`src/rtl/fifo_rd_stream.sv`:
```
// Read-side stream adapter: turns the async FIFO's empty/rinc pop interface into a
// registered valid/ready stream with a 2-entry buffer. Optional beat counter: FIFO_RD_STREAM_STATS_EN.
module fifo_rd_stream #(
  parameter int DATA_WIDTH = 8,
  parameter int CNT_WIDTH  = 16
) (
  input  logic                  rclk,
  input  logic                  rst_n,
  input  logic                  fifo_empty,
  input  logic [DATA_WIDTH-1:0] fifo_rdata,
  output logic                  rinc,
  output logic                  m_valid,
  output logic [DATA_WIDTH-1:0] m_data,
  input  logic                  m_ready,
  output logic [1:0]            level,
  output logic [CNT_WIDTH-1:0]  beat_cnt
);

  typedef enum logic [1:0] {
    ST_EMPTY = 2'd0,
    ST_ONE   = 2'd1,
    ST_TWO   = 2'd2
  } state_e;

  state_e                state_q, state_d;
  logic [DATA_WIDTH-1:0] main_q, main_d;
  logic [DATA_WIDTH-1:0] skid_q, skid_d;
  logic                  pop;

  assign m_valid = (state_q != ST_EMPTY);
  assign m_data  = main_q;
  assign level   = state_q;

  // rinc looks only at state and fifo_empty, so m_ready never reaches the FIFO combinationally.
  always_comb begin
    rinc    = ~fifo_empty & (state_q != ST_TWO);
    pop     = m_valid & m_ready;
    state_d = state_q;
    main_d  = main_q;
    skid_d  = skid_q;
    case (state_q)
      ST_EMPTY: begin
        if (rinc) begin
          state_d = ST_ONE;
          main_d  = fifo_rdata;
        end
      end
      ST_ONE: begin
        if (rinc && pop) begin
          main_d = fifo_rdata;
        end else if (rinc) begin
          state_d = ST_TWO;
          skid_d  = fifo_rdata;
        end else if (pop) begin
          state_d = ST_EMPTY;
        end
      end
      ST_TWO: begin
        if (pop) begin
          state_d = ST_ONE;
          main_d  = skid_q;
        end
      end
      default: state_d = ST_EMPTY;
    endcase
  end

  always_ff @(posedge rclk or negedge rst_n) begin
    if (!rst_n) begin
      state_q <= ST_EMPTY;
      main_q  <= '0;
      skid_q  <= '0;
    end else begin
      state_q <= state_d;
      main_q  <= main_d;
      skid_q  <= skid_d;
    end
  end

`ifdef FIFO_RD_STREAM_STATS_EN
  logic [CNT_WIDTH-1:0] cnt_q, cnt_d;

  always_comb begin
    cnt_d = cnt_q;
    if (pop) cnt_d = cnt_q + CNT_WIDTH'(1);
  end

  always_ff @(posedge rclk or negedge rst_n) begin
    if (!rst_n) cnt_q <= '0;
    else        cnt_q <= cnt_d;
  end

  assign beat_cnt = cnt_q;
`else
  assign beat_cnt = '0;
`endif

endmodule

```
`config.mk`:
```
export PLATFORM = sky130hd
export DESIGN_NAME = fifo_rd_stream
export DESIGN_NICKNAME = d
export VERILOG_FILES = /design/src/rtl/fifo_rd_stream.sv
export SDC_FILE = /design/constraint.sdc
export NUM_CORES = 1
export LEC_CHECK = 0
export ABC_AREA = 1
export BUFFER_PORTS_ARGS = -buffer_cell sky130_fd_sc_hd__buf_2
export CAP_MARGIN = 20
export CELL_PAD_IN_SITES_DETAIL_PLACEMENT = 0
export CELL_PAD_IN_SITES_GLOBAL_PLACEMENT = 1
export CORE_ASPECT_RATIO = 1.1
export CORE_MARGIN = 2
export CORE_UTILIZATION = 38
export CTS_CLUSTER_SIZE = 25
export DETAILED_ROUTE_END_ITERATION = 16
export GPL_TIMING_DRIVEN = 0
export PLACE_DENSITY = 0.93
export SLEW_MARGIN = 10
export SYNTH_ARGS = -nofsm -noshare
export SYNTH_HDL_FRONTEND = slang
export SYNTH_SLANG_ARGS = --single-unit
```
`constraint.sdc`:
```
create_clock -name rclk -period 2.12 [get_ports rclk]
set_clock_uncertainty 0.1 [all_clocks]
set_input_delay 0.106 -clock rclk [delete_from_list [all_inputs] [get_ports rclk]]
set_output_delay 0.106 -clock rclk [all_outputs]
set_load 0.01 [all_outputs]
```
==> results.txt <==
Fin crit period: 1400 ps
Worst setup path start: level[0]
GPL Wtd Cong: 0.733
Setup TNS: 0 ps
Nets: 190
Crit path arrival time: 1200 ps
Most frequent cells in the layout: 33 x nand2_1, 23 x buf_2, 18 x dfrtp_1, 17 x buf_4, 17 x nand3_1
Share of layout cells above drive strength 1: 40.9%
RSZ-0062 raised after global routing: false
Combinational share of power: 51.4%
Post-detail-place hpwl: 1.71 mm
Vert. Die Dim: 60.9 um
Bufs on Longest Clock Path: 2
CP endpoint kind: primary output
Die width: 55.7 um
Initial Util: 40.3%
P_leak: 0.000816 uW
Worst path depth: 4
Reg-to-reg slack, setup: 840 ps
Setup-failing EPs final: 0
Crit path cell chain: inv_2 -> buf_8 -> nand2_8 -> buf_2
Root Driver: clkbuf_4
Seq/Total Area, Yosys: 40.3%
Mapped cell area: 0.00112 sq mm
Post-route DRC: 0
HP Start: fifo_empty
Leading cell type in the layout, fill and taps excluded: nand2_1
Global-route wire length before repair: 3.75 mm
ANT nets after route: 0
Core area: 0.00278 sq mm
Hold Path Depth: 3
CTS H-tree depth: 1
Wirelength per Cell: 10.6 um
Num CTS Buffers: 3
Crit path to: m_valid
Die area: 0.00339 sq mm
CP Data Required Time: 1910 ps
Vias in the first global route: 863
Reg-to-reg startpoint: level[0]
Initial antenna violation count: 0
Yosys cell types: 16
Synthesized flop and latch total: 18
Worst-path clk slew: 100 ps
Int Pwr: 900 uW
Count of pins over their slew limit: 0
Worst reg2reg endpoint: m_data[5]
VDD IR-drop max: 0.000575 V
Critical path class: reg -> out
Flop pwr share: 38.0%
DR iter-0 viols: 32
Largest net degree at the start of global routing: 19
Synth Instances: 126
Routed WL: 2.21 mm
Gr usage total: 14.5%
Hold bufs inserted after CTS: 9
Buf/Inv on CP: 3
Pwr Density: 1090 mW/mm^2
Post-CTS Setup Inserts: 0
Grt total ovfl: 0
Top cell type by total area after synthesis: dfrtp_1
Top cells by area, synth: dfrtp_1 40%, buf_4 11%, nand2_1 11%
CTS tree: done
Endpoints failing hold: 0
Synth Area per Inst: 8.88 sq um
Sw Ratio: 43.0%
Achievable frequency: 714 MHz
Rows: 20
Place WS: 827 ps
Type of the worst min-delay path: in -> reg
Max stage delay on crit path: 410 ps
Clock power share: 10.5%
Port bufs: 23
Synth top area share: 40.3%
Status: completed
Resized cells post-CTS: 0
Sw Pwr: 678 uW
Yosys synthesis warning count: 0
Setup ws final: 719 ps
Clk_lat worst skew: 280 ps
Sink Count: 18
Crit share post-route: 66.1%
Max-capacitance violation count: 0
Worst Setup Start Kind: flop
CP delay by family, top: buffers and inverters
DR vias/cell: 4.25
Worst path slowest cell: dfrtp_1
FF-to-FF path depth: 7
Via Count: 888
Crit-path max FO: 10
First-pass iteration count of the detailed router: 4
Diode count: 0
Area grow syn2layout: 29.1%
Num ports: 40
## cells by family (layout without fill, tap and decap cells)
kind of cell	count (synthesis)	in the layout	synth area share [%]
flip-flops	18	18	40.3
buffers and inverters	31	66	17.8
other	1	16	0.335
AND/OR/NAND/NOR	66	66	34.5
AO/OA/AOI/OAI	10	10	7.16
## synthesized netlist by cell type
| cell type | instances |
|---|---|
| nand2_1 | 33 |
| nand2_8 | 4 |
| nand3_1 | 17 |
| conb_1 | 1 |
| inv_2 | 3 |
| nand2_4 | 1 |
| nand3_4 | 1 |
| nor2_4 | 1 |
| dfrtp_1 | 18 |
| buf_6 | 1 |
| o21ai_2 | 8 |
| a21oi_1 | 2 |
| buf_8 | 1 |
| buf_4 | 17 |
| inv_1 | 9 |
| nand2_2 | 9 |
## stage by stage
step	cells	power, uW	hold WS [ps]	cell area (sq um)	utilization, %
finish	209	1580	26.5	1440	52.0
global route	209	1710	21.8	1440	52.0
CTS	209	1600	21.0	1440	52.0
detailed placement	197	1420	-39.5	1330	47.9
global placement	197	1380	-56.7	1330	47.9
floorplan	141	1190	-290	1170	-
## worst register-to-register path, stage by stage, from the launching register on
cell and delay, ps:
dfrtp_1 410, inv_2 130, buf_8 160, nand2_8 70, nand2_8 100, nand2_8 90
nand2_2 60, nand2_1 60
## worst min path at each step
stage	end	slack, ps
4_1_cts	level[0]	20
6_report	level[0]	30
3_3_place_gp	m_data[2]	-60
2_1_floorplan	level[0]	-290
5_1_grt	level[0]	20
3_5_place_dp	m_data[1]	-40
## final cells by class
| cell class | count | area, sq um |
|---|---|---|
| inverters | 12 | 45.0 |
| multi-input cells | 92 | 526 |
| flip-flops and latches | 18 | 450 |
| clock buffers | 3 | 22.5 |
| repair buffers | 32 | 205 |
| plain buffers | 19 | 154 |
| fillers | 255 | 1330 |
| well taps | 33 | 41.3 |
## power groups by stage
stage                     combinational [uW]  sequential [uW]  clock, uW
after CTS                                824              601        173
final                                    812              600        166
after global routing                     905              617        184
after global placement                   784              594          0
after detailed placement                 809              608          0
after floorplan                          556              637          0
## per-layer routing
| layer | track usage [%] | wire, um | part of all wire (%) | up-vias |
|---|---|---|---|---|
| met2 | 25.7 | 1120 | 51 | 25 |
| met5 | 0 | 0 | 0 | - |
| met1 | 17.7 | 947 | 43 | 393 |
| met4 | 7.67 | 47 | 2.1 | 0 |
| li1 | - | - | - | 466 |
| met3 | 1.92 | 89 | 4.0 | 4 |
## state kept, by name, summed over array words and instances (netlist names)
name / flops
level: 2
m_data: 8
skid_q: 8
(Power assumes the default switching activity.)
